<file path="src/rtl/cp0.sv">
// cp0 -- Coprocessor 0 for the P8 MIPS core.
//
// Holds SR (12), Cause (13), EPC (14) and the read-only PRId (15).
// Combines the live hardware interrupt levels with the M-stage internal
// exception request into a single IntReq for the pipeline controller.
// It also supplies EPC for eret and serves mfc0 reads and mtc0 writes.
//
// Ports
//   CLK, RST   clock; synchronous active-high reset
//   RA / RD    mfc0 register number / combinational read data
//   WA, WE, WD mtc0 register number, write enable, write data
//   PC, BDIn   victim PC and its branch-delay-slot flag
//   ExcReq, ExcCodeIn  internal exception request and its code
//   HWInt      interrupt levels: [0] Timer0, [1] Timer1, [2] external
//   EXLClr     eret in M stage
//   IntReq     take exception this cycle (combinational)
//   EPCOut     current EPC
module cp0 #(
  parameter logic [31:0] PRID = 32'h5038_0008
) (
  input  logic        CLK,
  input  logic        RST,
  input  logic [4:0]  RA,
  input  logic [4:0]  WA,
  input  logic        WE,
  input  logic [31:0] WD,
  output logic [31:0] RD,
  input  logic [31:0] PC,
  input  logic        BDIn,
  input  logic        ExcReq,
  input  logic [4:0]  ExcCodeIn,
  input  logic [5:0]  HWInt,
  input  logic        EXLClr,
  output logic        IntReq,
  output logic [31:0] EPCOut
);

  localparam logic [4:0] REG_SR    = 5'd12;
  localparam logic [4:0] REG_CAUSE = 5'd13;
  localparam logic [4:0] REG_EPC   = 5'd14;
  localparam logic [4:0] REG_PRID  = 5'd15;

  // Only the architecturally defined fields are stored; every other bit
  // reads back as zero.
  logic [5:0]  im;
  logic        exl;
  logic        ie;
  logic        bd;
  logic [5:0]  ip;
  logic [4:0]  exc_code;
  logic [31:0] epc;

  logic        int_pend;
  logic        exc_pend;
  logic [31:0] victim_pc;
  logic [31:0] sr_word;
  logic [31:0] cause_word;

  // Interrupts are judged on the live HWInt lines, not on the IP copy, so
  // the request never lags its cause.
  assign int_pend = (|(HWInt & im)) & ie & ~exl;
  assign exc_pend = ExcReq & ~exl;
  assign IntReq   = int_pend | exc_pend;

  // A victim in a delay slot resumes at the branch, one word earlier.
  assign victim_pc = BDIn ? ({PC[31:2], 2'b00} - 32'd4) : {PC[31:2], 2'b00};

  assign sr_word    = {16'd0, im, 8'd0, exl, ie};
  assign cause_word = {bd, 15'd0, ip, 3'd0, exc_code, 2'b00};
  assign EPCOut     = epc;

  // NOTE: a combinational block assigns its output on every path (default
  // first) so no latch is inferred.
  always_comb begin
    RD = 32'd0;
    case (RA)
      REG_SR:    RD = sr_word;
      REG_CAUSE: RD = cause_word;
      REG_EPC:   RD = epc;
      REG_PRID:  RD = PRID;
      default:   RD = 32'd0;
    endcase
  end

  // NOTE: sequential state uses non-blocking assignments so every register
  // samples the pre-edge values, independent of statement order.
  always_ff @(posedge CLK) begin
    if (RST) begin
      im       <= 6'd0;
      exl      <= 1'b0;
      ie       <= 1'b0;
      bd       <= 1'b0;
      ip       <= 6'd0;
      exc_code <= 5'd0;
      epc      <= 32'd0;
    end else begin
      ip <= HWInt;
      if (IntReq) begin
        // Exception entry discards any mtc0 issued by the victim.
        exl      <= 1'b1;
        bd       <= BDIn;
        exc_code <= int_pend ? 5'd0 : ExcCodeIn;
        epc      <= victim_pc;
      end else begin
        if (WE && WA == REG_SR) begin
          im  <= WD[15:10];
          exl <= WD[1];
          ie  <= WD[0];
        end
        if (WE && WA == REG_EPC) begin
          epc <= {WD[31:2], 2'b00};
        end
        // Placed after the SR write so eret wins over a written EXL bit.
        if (EXLClr) begin
          exl <= 1'b0;
        end
      end
    end
  end

endmodule

</file>
<file path="config.mk">
export PLATFORM = sky130hd
export DESIGN_NAME = cp0
export DESIGN_NICKNAME = d
export VERILOG_FILES = /design/src/rtl/cp0.sv
export SDC_FILE = /design/constraint.sdc
export NUM_CORES = 1
export LEC_CHECK = 0
export ABC_AREA = 1
export CORE_ASPECT_RATIO = 1.5
export CORE_MARGIN = 5
export CORE_UTILIZATION = 38
export DETAILED_ROUTE_END_ITERATION = 8
export PLACE_DENSITY = 0.77
export REMOVE_ABC_BUFFERS = 1
export SYNTH_ARGS = -nofsm -noshare
export SYNTH_HDL_FRONTEND = slang
export SYNTH_SLANG_ARGS = --single-unit
</file>
<file path="constraint.sdc">
create_clock -name CLK -period 1.43 [get_ports CLK]
set_input_delay 0.286 -clock CLK [delete_from_list [all_inputs] [get_ports CLK]]
set_output_delay 0.286 -clock CLK [all_outputs]
set_load 0.1 [all_outputs]
</file>
## Word level (Yosys, flattened, before mapping)

Cells that the tools add are included.

- Output and inout bits: 65
- Word-level logic and storage cells: 35
- Bits in registers: 52

- Add/subtract/negate cells: 1
- Muxes and demuxes: 8
- Bitwise gates (word level): 7
- Equal/unequal tests: 6
- Reductions and logical operators: 6

Operator list:

| operator | count |
|---|---|
| 32-bit case mux with 4 select lines | 1 |
| 32-bit two-way mux | 3 |
| 32-bit by 3-bit subtractor with 32-bit output (second input constant) | 1 |
| 5-bit by 4-bit equality test with 1-bit output (second input constant) | 6 |
| 6-bit AND | 1 |
| 6-bit OR reduction | 1 |
| 5-bit two-way mux | 1 |
| 1-bit AND | 3 |
| 1-bit two-way mux | 3 |
| 3-bit nonzero test | 1 |
| 1-bit logical AND | 2 |
| 1-bit NOT | 2 |
| 2-bit AND reduction | 1 |
| 2-bit nonzero test | 1 |
| 1-bit bitwise OR | 1 |

## Depth between registers and ports, before layout

Gate-level depths: netlist of run 1.

- Depth after elaboration: 7
- Depth in mapped cells: 13
- Depth with buffers taken out: 13

## Least setup slack after synthesis of run 1

No wires, ideal clock.

- Path type: flip-flop to output port
- Start point: reg epc[20], in the netlist EPCOut[20]
- End point: out RD[20]
- Buffers on the path: 0
- Setup slack: -2.067 ns
- Cell stages (with the launch flop): 3
- Data arrival time: 3.211 ns
- Required time: 1.144 ns
- Cell sequence: dfxtp_1 > inv_1 > o21ai_0

- Longest elaborated chain between the ends: 1

RTL lines:

| item | line | RTL |
|---|---|---|
| start, declared | 51 | `logic [31:0] epc;` |
| start signal, assigned | 103 | `epc <= victim_pc;` |
| start signal, assigned | 111 | `epc <= {WD[31:2], 2'b00};` |
| 32-bit case mux with 4 select lines | 76 | `case (RA)` |
| end, declared | 27 | `output logic [31:0] RD,` |

Every way passes these cells.

## Worst setup path in the final report of run 1

- Start point: reg im[1]
- End point: out IntReq

- Longest elaborated chain between the ends: 5

RTL lines:

| item | line | RTL |
|---|---|---|
| start, declared | 45 | `logic [5:0] im;` |
| start signal, assigned | 106 | `im <= WD[15:10];` |
| 6-bit AND | 61 | `assign int_pend = (\|(HWInt & im)) & ie & ~exl;` |
| 6-bit OR reduction | 61 |  |
| 1-bit AND (2 in a row) | 61 |  |
| 1-bit bitwise OR | 63 | `assign IntReq = int_pend \| exc_pend;` |
| end, declared | 34 | `output logic IntReq,` |

Every way passes these cells.

==> impl_table.tex, run 1 <==
\begin{tabular}{lr}
\hline
Metric & Value \\
\hline
\multicolumn{2}{l}{\textbf{Synthesis}} \\
Unique cell type count in the Yosys netlist & 34 \\
Post-Syn Area per Cell & 5.94 sq um \\
Part of the Yosys area used for sequential elements & between 20 and 30\% \\
Post-synthesis cell type with the largest combined area & dfxtp\_1 \\
Yosys Warn Count & 0 \\
Basic-gate share of the synthesized area counting and, or, nand and nor cells & a little over two fifths \\
Xor/xnor cell area share of the yosys netlist & around 3.2\% \\
Gate count of the mapped netlist & 594 \\
Flip-flop and latch count after synthesis & 50 \\
Main combinational cell family by area after synthesis & simple AND/OR/NAND/NOR gates \\
Proportion of synthesized area in mux cells & 0\% \\
Adder-Cell Fraction of Synth Area & less than 1\% \\
Share of Yosys cell area claimed by the top area cell type & 28.4\% \\
Post-synthesis compound-gate area fraction & 11.9\% \\
Summed instance area of the synthesized netlist & 3530 sq um \\
Top post-synthesis cells by area & dfxtp\_1, nand2\_1, nor2\_1 \\
\multicolumn{2}{l}{\textbf{Cells and area}} \\
Seq. cell area & about 1000 sq um \\
Area grow syn2layout & 117\% \\
Fin nets & a little over 900 \\
Fill cells & about 480 \\
Multi-input logic area & between 2000 and 3000 sq um \\
Share of layout cells above drive strength 1 & roughly two fifths \\
\multicolumn{2}{l}{\textbf{Min path}} \\
Start point of the worst hold path & HWInt[3] \\
Worst min-delay path class & in -> reg \\
Hold Path End & ip[3]\$\_SDFF\_PP0\_ \\
Cell depth of the worst hold path & 3 \\
\multicolumn{2}{l}{\textbf{Timing}} \\
TNS Setup & -12.29 ns \\
Setup repair after global routing missed its margin & yes \\
Peak clock frequency supported by timing & about 570 MHz \\
Final Cycle Share & 123\% \\
Number of max-slew violations in the final report & 0 \\
Tightest hold margin & around 0.37 ns \\
Final worst slack & -0.331 ns \\
Final count of hold timing violations & 0 \\
Crit path time final & 1.76 ns \\
Final setup violation count & 76 \\
Max Clock Skew & between 0.006 and 0.007 ns \\
\multicolumn{2}{l}{\textbf{Placement}} \\
Weighted congestion reported at the end of routability-driven placement & around 0.88 \\
Number of buffers inserted by port buffering & between 150 and 200 \\
Half-perimeter wire length of the detailed placement result & about 12 mm \\
\multicolumn{2}{l}{\textbf{Detailed routing}} \\
Vias per std cell & around 5.6 \\
Number of DRC violations after detailed routing & 0 \\
Detailed Routing Iterations Pass 1 & 5 \\
WL per Instance & between 20 and 25 microns \\
Number of DRC markers after the initial detailed-route iteration & about 450 \\
DR vias & between 5000 and 6000 \\
Antenna viol nets, final & 0 \\
Total wire length after detailed routing & 20.0 mm \\
\multicolumn{2}{l}{\textbf{Clock network}} \\
Clock slew at the register clock pins of the worst setup and hold paths & approximately 0.07 ns \\
Max clock buf depth & 2 \\
Clock buffers created by TritonCTS & 5 \\
Clock tree from TritonCTS & done \\
Clock sink total & 50 \\
Worst-Skew Late Latency & approximately 0.30 ns \\
\# hold bufs at CTS & 0 \\
Cell at the root of the clock tree & clkbuf\_16 \\
\# H-tree levels & 2 \\
\multicolumn{2}{l}{\textbf{Die}} \\
Rows & 43 \\
Floorplan die height & between 100 and 150 microns \\
Initial core utilization & 38.5\% \\
Die X & 88.7 microns \\
IO Pins & approximately 160 \\
Placeable Area & 9150 sq um \\
Die Footprint & between 10000 and 15000 sq um \\
\multicolumn{2}{l}{\textbf{GRT}} \\
Largest net degree at the start of global routing & 21 \\
Remaining global-route overflow & 0 \\
Via count of the first global-routing pass & between 5000 and 6000 \\
All-layer global routing usage & roughly a third \\
Wire length of the first global-routing pass & approximately 28 mm \\
Antenna violations before repair & 1 \\
\multicolumn{2}{l}{\textbf{Power and ir drop}} \\
Ratio of total power to cell area & a little under 700 nW/um\^{}2 \\
Leakage power summed over all cells & around 0.0035 uW \\
Power Total & 5180 uW \\
Maximum ir drop on the vdd rail & 674 uV \\
\multicolumn{2}{l}{\textbf{Critical path}} \\
Register-to-register setup slack & -0.31 ns \\
Critical path peak fanout & 2 \\
Launching element type of the critical path & flip-flop \\
Crit path kind & reg -> out \\
Launch point of the worst reg-to-reg path & im[1]\$\_SDFFE\_PP0P\_ \\
Worst-case reg-to-reg path depth & 12 \\
Worst EP required & between 1 and 1.5 ns \\
Element type at the critical path end & output pin \\
Critical register-to-register path endpoint & EPCOut[21]\$\_SDFFE\_PP0P\_ \\
Data arrival, critical path & $\sim$1.5 ns \\
\multicolumn{2}{l}{\textbf{Outcome}} \\
Status & complete, but fails checks \\
Violated checks & negative setup slack \\
\multicolumn{2}{l}{\textbf{Run}} \\
MaxCap Viol Count & 0 \\
\hline
\end{tabular}
==> kinds of logic (layout without fill, tap and decap cells) <==
kind of cell	Yosys count	count (layout)
XOR/XNOR	13	13
other	1	3
flip-flops	50	50
buffers and inverters	109	353
adder cells (fa/ha/maj)	1	1
AO/OA/AOI/OAI	73	73
AND/OR/NAND/NOR	347	347
==> registers in the layout (all words and copies together) (netlist names) <==
register and flops:
EPCOut 30, im 6, ip 6, exc_code 5, bd 1, exl 1
ie 1
==> cells in the mapped netlist (all sizes together) <==
library cell	number
a21o	1
a21oi	27
a22o	4
a31oi	6
and2	1
buf	14
clkbuf	10
clkinv	1
conb	1
dfxtp	50
ha	1
inv	84
nand2	176
nand3	47
nand4	10
nor2	111
nor3	1
o211ai	6
o21ai	28
o21bai	1
or2	1
xnor2	3
xor2	10
==> how the worst max path moves through the flow <==
| stage | slack, ns | startpoint | cells after the start | to |
|---|---|---|---|---|
| global placement | -0.57 | PC[2] | 14 | EPCOut[24]$_SDFFE_PP0P_ |
| floorplan | -2.07 | EPCOut[20]$_SDFFE_PP0P_ | 2 | RD[20] |
| finish | -0.33 | im[1]$_SDFFE_PP0P_ | 8 | IntReq |
| global route | -0.39 | im[1]$_SDFFE_PP0P_ | 8 | IntReq |
| CTS | -0.25 | im[2]$_SDFFE_PP0P_ | 8 | IntReq |
| detailed placement | -0.63 | RA[1] | 7 | RD[3] |
==> cells in the final DEF, fill, tap and decap left out, types with 11 or more instances in the layout <==
cell,count
inv_2,11
o21ai_0,11
buf_4,74
nand2_1,140
dfxtp_1,42
a21oi_1,12
clkdlybuf4s50_1,57
dlygate4sd2_1,22
buf_12,72
buf_6,20
nor2_1,60
inv_1,68
nor2_2,23
a21oi_2,15
nand3_1,29
nor2_4,26
nand2_4,17
nand2_2,17
==> critical path: stages, from the launching register on <==
cell	delay (ns)
dfxtp_2	0.33
nand2_1	0.08
nand2_1	0.09
a21oi_2	0.14
nand2_2	0.08
nand3_4	0.10
nand2_8	0.07
buf_12	0.13
buf_12	0.15
==> final cells by class <==
class	count	share of cell area, %
Inverter	85	4.53
Clock buffer	5	1.64
Tap cell	112	1.83
Multi-Input combinational cell	436	35.4
Timing Repair Buffer	260	42.8
Sequential cell	50	13.2
Clock inverter	3	0.573
Antenna cell	1	0.0327
==> metal layers <==
metal  vias up  routed length [microns]  GRT usage (%)
li1       2345                        -              -
met1      2490                     6310           30.2
met2       347                    10800           59.5
met3       127                     1320           4.82
met4         0                     1490           21.1
met5         -                        0              0
==> metrics by stage <==
step | utilization (%) | cells | worst slack, ns | instance area [sq um]
after floorplan | - | 571 | -2.07 | 3380
after global placement | 69.7 | 919 | -0.573 | 6380
after detailed placement | 69.7 | 919 | -0.635 | 6380
after CTS | 79.6 | 943 | -0.245 | 7280
after global routing | 83.6 | 952 | -0.389 | 7640
final | 83.6 | 952 | -0.331 | 7640
==> power by group <==
part / total, uW / internal, uW / switching (uW)
sequential: 1610 / 1480 / 124
combinational: 2140 / 873 / 1270
clock: 1430 / 831 / 598
==> repair_timing <==
| item | CTS | global route |
|---|---|---|
| setup buffers | 13 | 10 |
| resized for setup | 209 | 84 |
| cloned | 6 | 0 |
| hold endpoints to repair | 0 | 0 |
| endpoints found under the setup margin | 77 | 77 |
| pin swaps | 42 | 43 |
(Power assumes the default switching activity.)
==> inputs of run 2 (changes only) <==
Settings changed: SETUP_SLACK_MARGIN from default to 0.02, TNS_END_PERCENT from default to 10.
==> impl_table.tex, run 2 (synthesis results as in run 1) <==
\begin{tabular}{lr}
\hline
Metric & Value \\
\hline
\multicolumn{2}{l}{\textbf{Outcome}} \\
Status & complete, but fails checks \\
Violated checks & negative setup slack \\
\multicolumn{2}{l}{\textbf{Clock network}} \\
Clock tree from TritonCTS & done \\
Clock buffers created by TritonCTS & 5 \\
Clock sink total & 50 \\
Clock slew at the register clock pins of the worst setup and hold paths & 0.07 ns \\
Cell at the root of the clock tree & clkbuf\_16 \\
Worst-Skew Late Latency & 0.30 ns \\
\# hold bufs at CTS & 0 \\
\# H-tree levels & 2 \\
Max clock buf depth & 2 \\
\multicolumn{2}{l}{\textbf{Detailed routing}} \\
Vias per std cell & around 5.3 \\
Number of DRC violations after detailed routing & 0 \\
Total wire length after detailed routing & approximately 17 mm \\
Number of DRC markers after the initial detailed-route iteration & 378 \\
WL per Instance & $\sim$18 microns \\
Detailed Routing Iterations Pass 1 & 5 \\
DR vias & between 5000 and 6000 \\
Antenna viol nets, final & 0 \\
\multicolumn{2}{l}{\textbf{Placement}} \\
Weighted congestion reported at the end of routability-driven placement & 0.882 \\
Post-place instance area & between 6000 and 7000 sq um \\
Number of buffers inserted by port buffering & roughly 150 \\
Half-perimeter wire length of the detailed placement result & around 12 mm \\
\multicolumn{2}{l}{\textbf{GRT}} \\
Via count of the first global-routing pass & 5169 \\
Wire length of the first global-routing pass & roughly 25 mm \\
Antenna violations before repair & 1 \\
All-layer global routing usage & 28.2\% \\
Remaining global-route overflow & 0 \\
Largest net degree at the start of global routing & 21 \\
\multicolumn{2}{l}{\textbf{Cells and area}} \\
Commonest non-fill, non-tap cell in the layout & nand2\_1 \\
Most frequent cells in the layout & nand2\_1, buf\_4, inv\_1 \\
Flip-flop count of the largest register after layout & 30 \\
Layout Cell Area excl Fill & between 7000 and 8000 sq um \\
Fin nets & about 920 \\
Area grow syn2layout & 103\% \\
Share of layout cells above drive strength 1 & between 30\% and 40\% \\
\multicolumn{2}{l}{\textbf{Critical path}} \\
Data arrival, critical path & 1.40 ns \\
Worst EP required & between 1 and 1.5 ns \\
Crit path kind & reg -> out \\
Launch point of the worst reg-to-reg path & im[0]\$\_SDFFE\_PP0P\_ \\
Element type at the critical path end & output pin \\
Critical path peak fanout & 2 \\
Launching instance or port of the critical path & im[0]\$\_SDFFE\_PP0P\_ \\
Launching element type of the critical path & flip-flop \\
\multicolumn{2}{l}{\textbf{Die}} \\
Floorplan die height & $\sim$130 microns \\
Initial core utilization & 38.5\% \\
IO Pins & between 150 and 200 \\
Placeable Area & between 9000 and 10000 sq um \\
Die X & between 80 and 90 microns \\
Die Footprint & 11300 sq um \\
Rows & 43 \\
\multicolumn{2}{l}{\textbf{Timing}} \\
Max Clock Skew & approximately 0.0074 ns \\
Final Cycle Share & 118\% \\
Tightest hold margin & roughly 0.34 ns \\
Crit path time final & $\sim$1.7 ns \\
Final count of hold timing violations & 0 \\
Number of max-slew violations in the final report & 0 \\
Final worst slack & -0.258 ns \\
Setup repair after global routing missed its margin & yes \\
Peak clock frequency supported by timing & approximately 600 MHz \\
Final setup violation count & slightly above 70 \\
\multicolumn{2}{l}{\textbf{Min path}} \\
Start point of the worst hold path & HWInt[0] \\
Worst min-delay path class & in -> reg \\
\multicolumn{2}{l}{\textbf{Power and ir drop}} \\
Leakage power summed over all cells & around 0.0033 uW \\
Ratio of total power to cell area & 694 nW/um\^{}2 \\
Maximum ir drop on the vdd rail & about 800 uV \\
\multicolumn{2}{l}{\textbf{Run}} \\
MaxCap Viol Count & 0 \\
\hline
\end{tabular}
## run 2: cell count changes in the layout (fill, tap and decap cells not counted), sizes merged
cell,change
dlygate4sd2,-7
bufbuf,+1
dlymetal6s2s,+3
clkdlybuf4s50,+4
buf,-12
## run 2: metal layers
| metal | wire length [microns] | GRT usage [%] | vias to the layer above |
|---|---|---|---|
| met5 | 0 | 0 | - |
| met4 | 1100 | 16.9 | 0 |
| met3 | 959 | 2.77 | 79 |
| met2 | 9310 | 54.1 | 244 |
| met1 | 5360 | 27.8 | 2382 |
| li1 | - | - | 2319 |
## run 2: critical path, cell delays in order, from the launching register on
cell,delay [ns]
dfxtp_2,0.33
nand2_1,0.05
nand2_1,0.06
a21oi_2,0.12
nand2_2,0.08
nand3_4,0.10
nand2_8,0.07
buf_12,0.13
buf_12,0.15
## run 2: layout make-up
class / count / area, sq um
diodes: 1 / 2.50
clock buffers: 5 / 125
clock inverters: 3 / 43.8
fillers: 601 / 2000
inverters: 85 / 332
multi-input cells: 436 / 2430
flip-flops and latches: 50 / 1010
well taps: 112 / 140
repair buffers: 249 / 3070
## run 2: final timing paths
path / slack, ns / endpoint / cells after the start
max: -0.26 / IntReq / 8
min: 0.34 / ip[0]$_SDFF_PP0_ / 3
max reg2reg: -0.26 / EPCOut[25]$_SDFFE_PP0P_ / 12
min reg2reg: 0.49 / exc_code[0]$_SDFFE_PP0N_ / 2
## run 2: what timing repair did
action                     4_1_cts  5_1_grt
pin swaps                       26       23
setup endpoints to repair       77       77
gates resized for setup        131       60
gates cloned                     2        0
setup buffers                    8        3
## run 2: per-stage QoR
stage	utilization, %	instances	TNS (ns)	power [uW]	worst slack [ns]
2_1_floorplan	-	571	-68.08	2490	-2.07
3_3_place_gp	69.7	919	-36.67	3420	-0.573
3_5_place_dp	69.7	919	-39.76	3460	-0.635
4_1_cts	75.9	937	-6.68	4890	-0.248
5_1_grt	78.1	941	-13.39	5100	-0.330
6_report	78.1	941	-8.80	4960	-0.258
## run 2: where the power goes
part | internal [uW] | switching (uW)
sequential | 1480 | 102
combinational | 816 | 1180
clock | 829 | 552
==> inputs of run 3 (changes only) <==
Settings changed: REMOVE_ABC_BUFFERS 1 to default.
==> impl_table.tex, run 3 (synthesis results as in run 1) <==
\begin{tabular}{lr}
\hline
Metric & Value \\
\hline
\multicolumn{2}{l}{\textbf{Outcome}} \\
Status & complete, but fails checks \\
Violated checks & negative setup slack \\
\multicolumn{2}{l}{\textbf{Critical path}} \\
Critical path peak fanout & 4 \\
Number of buffer and inverter stages on the critical path & 2 \\
Element type at the critical path end & output pin \\
Chain of cells forming the critical path & nand2\_2, nand2\_2, a21oi\_4, nand2\_2, nand3\_4, nand2\_4, buf\_12, buf\_12 \\
Launch point of the worst reg-to-reg path & im[2]\$\_SDFFE\_PP0P\_ \\
Launching instance or port of the critical path & im[2]\$\_SDFFE\_PP0P\_ \\
Worst setup path endpoint & IntReq \\
Most used cell along the critical path & nand2\_2 \\
Data arrival, critical path & around 1.4 ns \\
Worst EP required & approximately 1.1 ns \\
Critical Path Max Stage Delay & about 0.32 ns \\
Worst path slowest cell & dfxtp\_2 \\
Cell depth of the worst setup path & 8 \\
Crit path kind & reg -> out \\
Worst-case reg-to-reg path depth & 13 \\
Crit path max-delay family & simple AND/OR/NAND/NOR gates \\
Critical register-to-register path endpoint & EPCOut[13]\$\_SDFFE\_PP0P\_ \\
Register-to-register setup slack & -0.21 ns \\
Launching element type of the critical path & flip-flop \\
\multicolumn{2}{l}{\textbf{Cells and area}} \\
Layout Cell Area excl Fill & around 7000 sq um \\
Share of layout cells above drive strength 1 & between 30\% and 40\% \\
Flip-flop count of the largest register after layout & 30 \\
Area grow syn2layout & 104\% \\
Fill cells & slightly below 600 \\
Non-filler instance count after layout & roughly 940 \\
Ant diodes & 0 \\
Commonest non-fill, non-tap cell in the layout & nand2\_1 \\
Most frequent cells in the layout & nand2\_1, buf\_4, inv\_1 \\
Fin nets & $\sim$920 \\
\multicolumn{2}{l}{\textbf{Die}} \\
Placeable Area & 9150 sq um \\
Die X & about 89 microns \\
Floorplan die height & about 130 microns \\
Die Footprint & roughly 11000 sq um \\
IO Pins & between 150 and 200 \\
Initial core utilization & slightly below 40\% \\
Rows & 43 \\
\multicolumn{2}{l}{\textbf{Clock network}} \\
Clock sink total & 50 \\
Worst-Skew Late Latency & between 0.2 and 0.3 ns \\
Max clock buf depth & 2 \\
\# H-tree levels & 2 \\
Clock slew at the register clock pins of the worst setup and hold paths & around 0.06 ns \\
Cell at the root of the clock tree & clkbuf\_16 \\
Clock tree from TritonCTS & done \\
Clock buffers created by TritonCTS & 5 \\
\multicolumn{2}{l}{\textbf{Power and ir drop}} \\
Leakage power summed over all cells & 0.00336 uW \\
Maximum ir drop on the vdd rail & between 600 and 700 uV \\
Ratio of total power to cell area & between 600 and 700 nW/um\^{}2 \\
\multicolumn{2}{l}{\textbf{Timing}} \\
Setup repair after global routing missed its margin & yes \\
Crit path time final & $\sim$1.7 ns \\
Final worst slack & -0.262 ns \\
Final setup violation count & 72 \\
Peak clock frequency supported by timing & 591 MHz \\
Max Clock Skew & around 0.011 ns \\
Number of max-slew violations in the final report & 0 \\
Final count of hold timing violations & 0 \\
Final Cycle Share & 118\% \\
TNS Setup & -7.34 ns \\
\multicolumn{2}{l}{\textbf{Placement}} \\
Weighted congestion reported at the end of routability-driven placement & 0.918 \\
Number of buffers inserted by port buffering & approximately 150 \\
Pre-CTS setup slack & -0.684 ns \\
Placed cell count & slightly above 900 \\
Half-perimeter wire length of the detailed placement result & $\sim$12 mm \\
Post-place instance area & between 6000 and 7000 sq um \\
\multicolumn{2}{l}{\textbf{Run}} \\
MaxCap Viol Count & 0 \\
\multicolumn{2}{l}{\textbf{Detailed routing}} \\
Total wire length after detailed routing & between 15 and 20 mm \\
Number of DRC markers after the initial detailed-route iteration & between 300 and 400 \\
Detailed Routing Iterations Pass 1 & 4 \\
Number of DRC violations after detailed routing & 0 \\
DR vias & 4890 \\
Vias per std cell & 5.21 \\
WL per Instance & $\sim$17 microns \\
Antenna viol nets, final & 0 \\
\multicolumn{2}{l}{\textbf{GRT}} \\
Antenna violations before repair & 0 \\
Via count of the first global-routing pass & $\sim$4800 \\
Remaining global-route overflow & 0 \\
All-layer global routing usage & 26.2\% \\
Largest net degree at the start of global routing & 21 \\
Wire length of the first global-routing pass & roughly 23 mm \\
\multicolumn{2}{l}{\textbf{Min path}} \\
Cell depth of the worst hold path & 3 \\
Worst min-delay path class & in -> reg \\
\hline
\end{tabular}
## run 3: cell types whose count changed in the layout (fill, tap and decap cells not counted), moves of 6 or more
cell,before,now
buf_6,10,16
dlygate4sd2_1,15,6
dlymetal6s2s_1,7,14
nand2_1,152,143
nand2_2,21,27
## run 3: worst min path at each step
| stage | from | endpoint | slack, ns |
|---|---|---|---|
| finish | HWInt[4] | ip[4]$_SDFF_PP0_ | 0.30 |
| global route | HWInt[4] | ip[4]$_SDFF_PP0_ | 0.31 |
| CTS | HWInt[0] | ip[0]$_SDFF_PP0_ | 0.36 |
| detailed placement | exc_code[1]$_SDFFE_PP0N_ | exc_code[1]$_SDFFE_PP0N_ | 0.45 |
| global placement | exc_code[1]$_SDFFE_PP0N_ | exc_code[1]$_SDFFE_PP0N_ | 0.45 |
| floorplan | HWInt[0] | ip[0]$_SDFF_PP0_ | 0.39 |
## run 3: tightest hold or removal path, delay by kind of cell
kind	cells	cell delay, ns
buffers and inverters	2	0.21
AND/OR/NAND/NOR	1	0.04
## run 3: layer usage
| metal | vias to the layer above | part of all wire (%) | track usage [%] |
|---|---|---|---|
| li1 | 2311 | - | - |
| met1 | 2271 | 33 | 26.5 |
| met2 | 238 | 55 | 50.3 |
| met3 | 70 | 6.1 | 3.73 |
| met4 | 0 | 5.5 | 12.1 |
| met5 | - | 0 | 0 |
## run 3: metrics by stage
stage	hold WS [ns]	power, uW	utilization [%]
final	0.299	4960	78.6
after global routing	0.308	5110	78.6
after CTS	0.365	4850	75.2
after detailed placement	0.454	3470	70.4
after global placement	0.452	3440	70.4
after floorplan	0.393	2550	-
## run 3: timing repair
item                                    4_1_cts  5_1_grt
hold endpoints to repair                      0        0
pin swaps                                    30       30
gates cloned                                  2        1
resized for setup                            99       78
endpoints found under the setup margin       77       77
hold buffers                                  0        0
setup buffers                                 3        5
## run 3: layout make-up
type	instances	area [sq um]	share of cell area, %
multi-input combinational	436	2480	34.5
timing repair buffer	247	3070	42.6
sequential	50	1010	14.1
clock inverter	1	30.0	0.417
inverter	85	327	4.54
clock buffer	7	133	1.84
tap	112	140	1.95
## run 3: power by group
part | switching [uW] | internal (uW)
clock | 527 | 829
combinational | 1180 | 838
sequential | 101 | 1480
total | 1800 | 3150
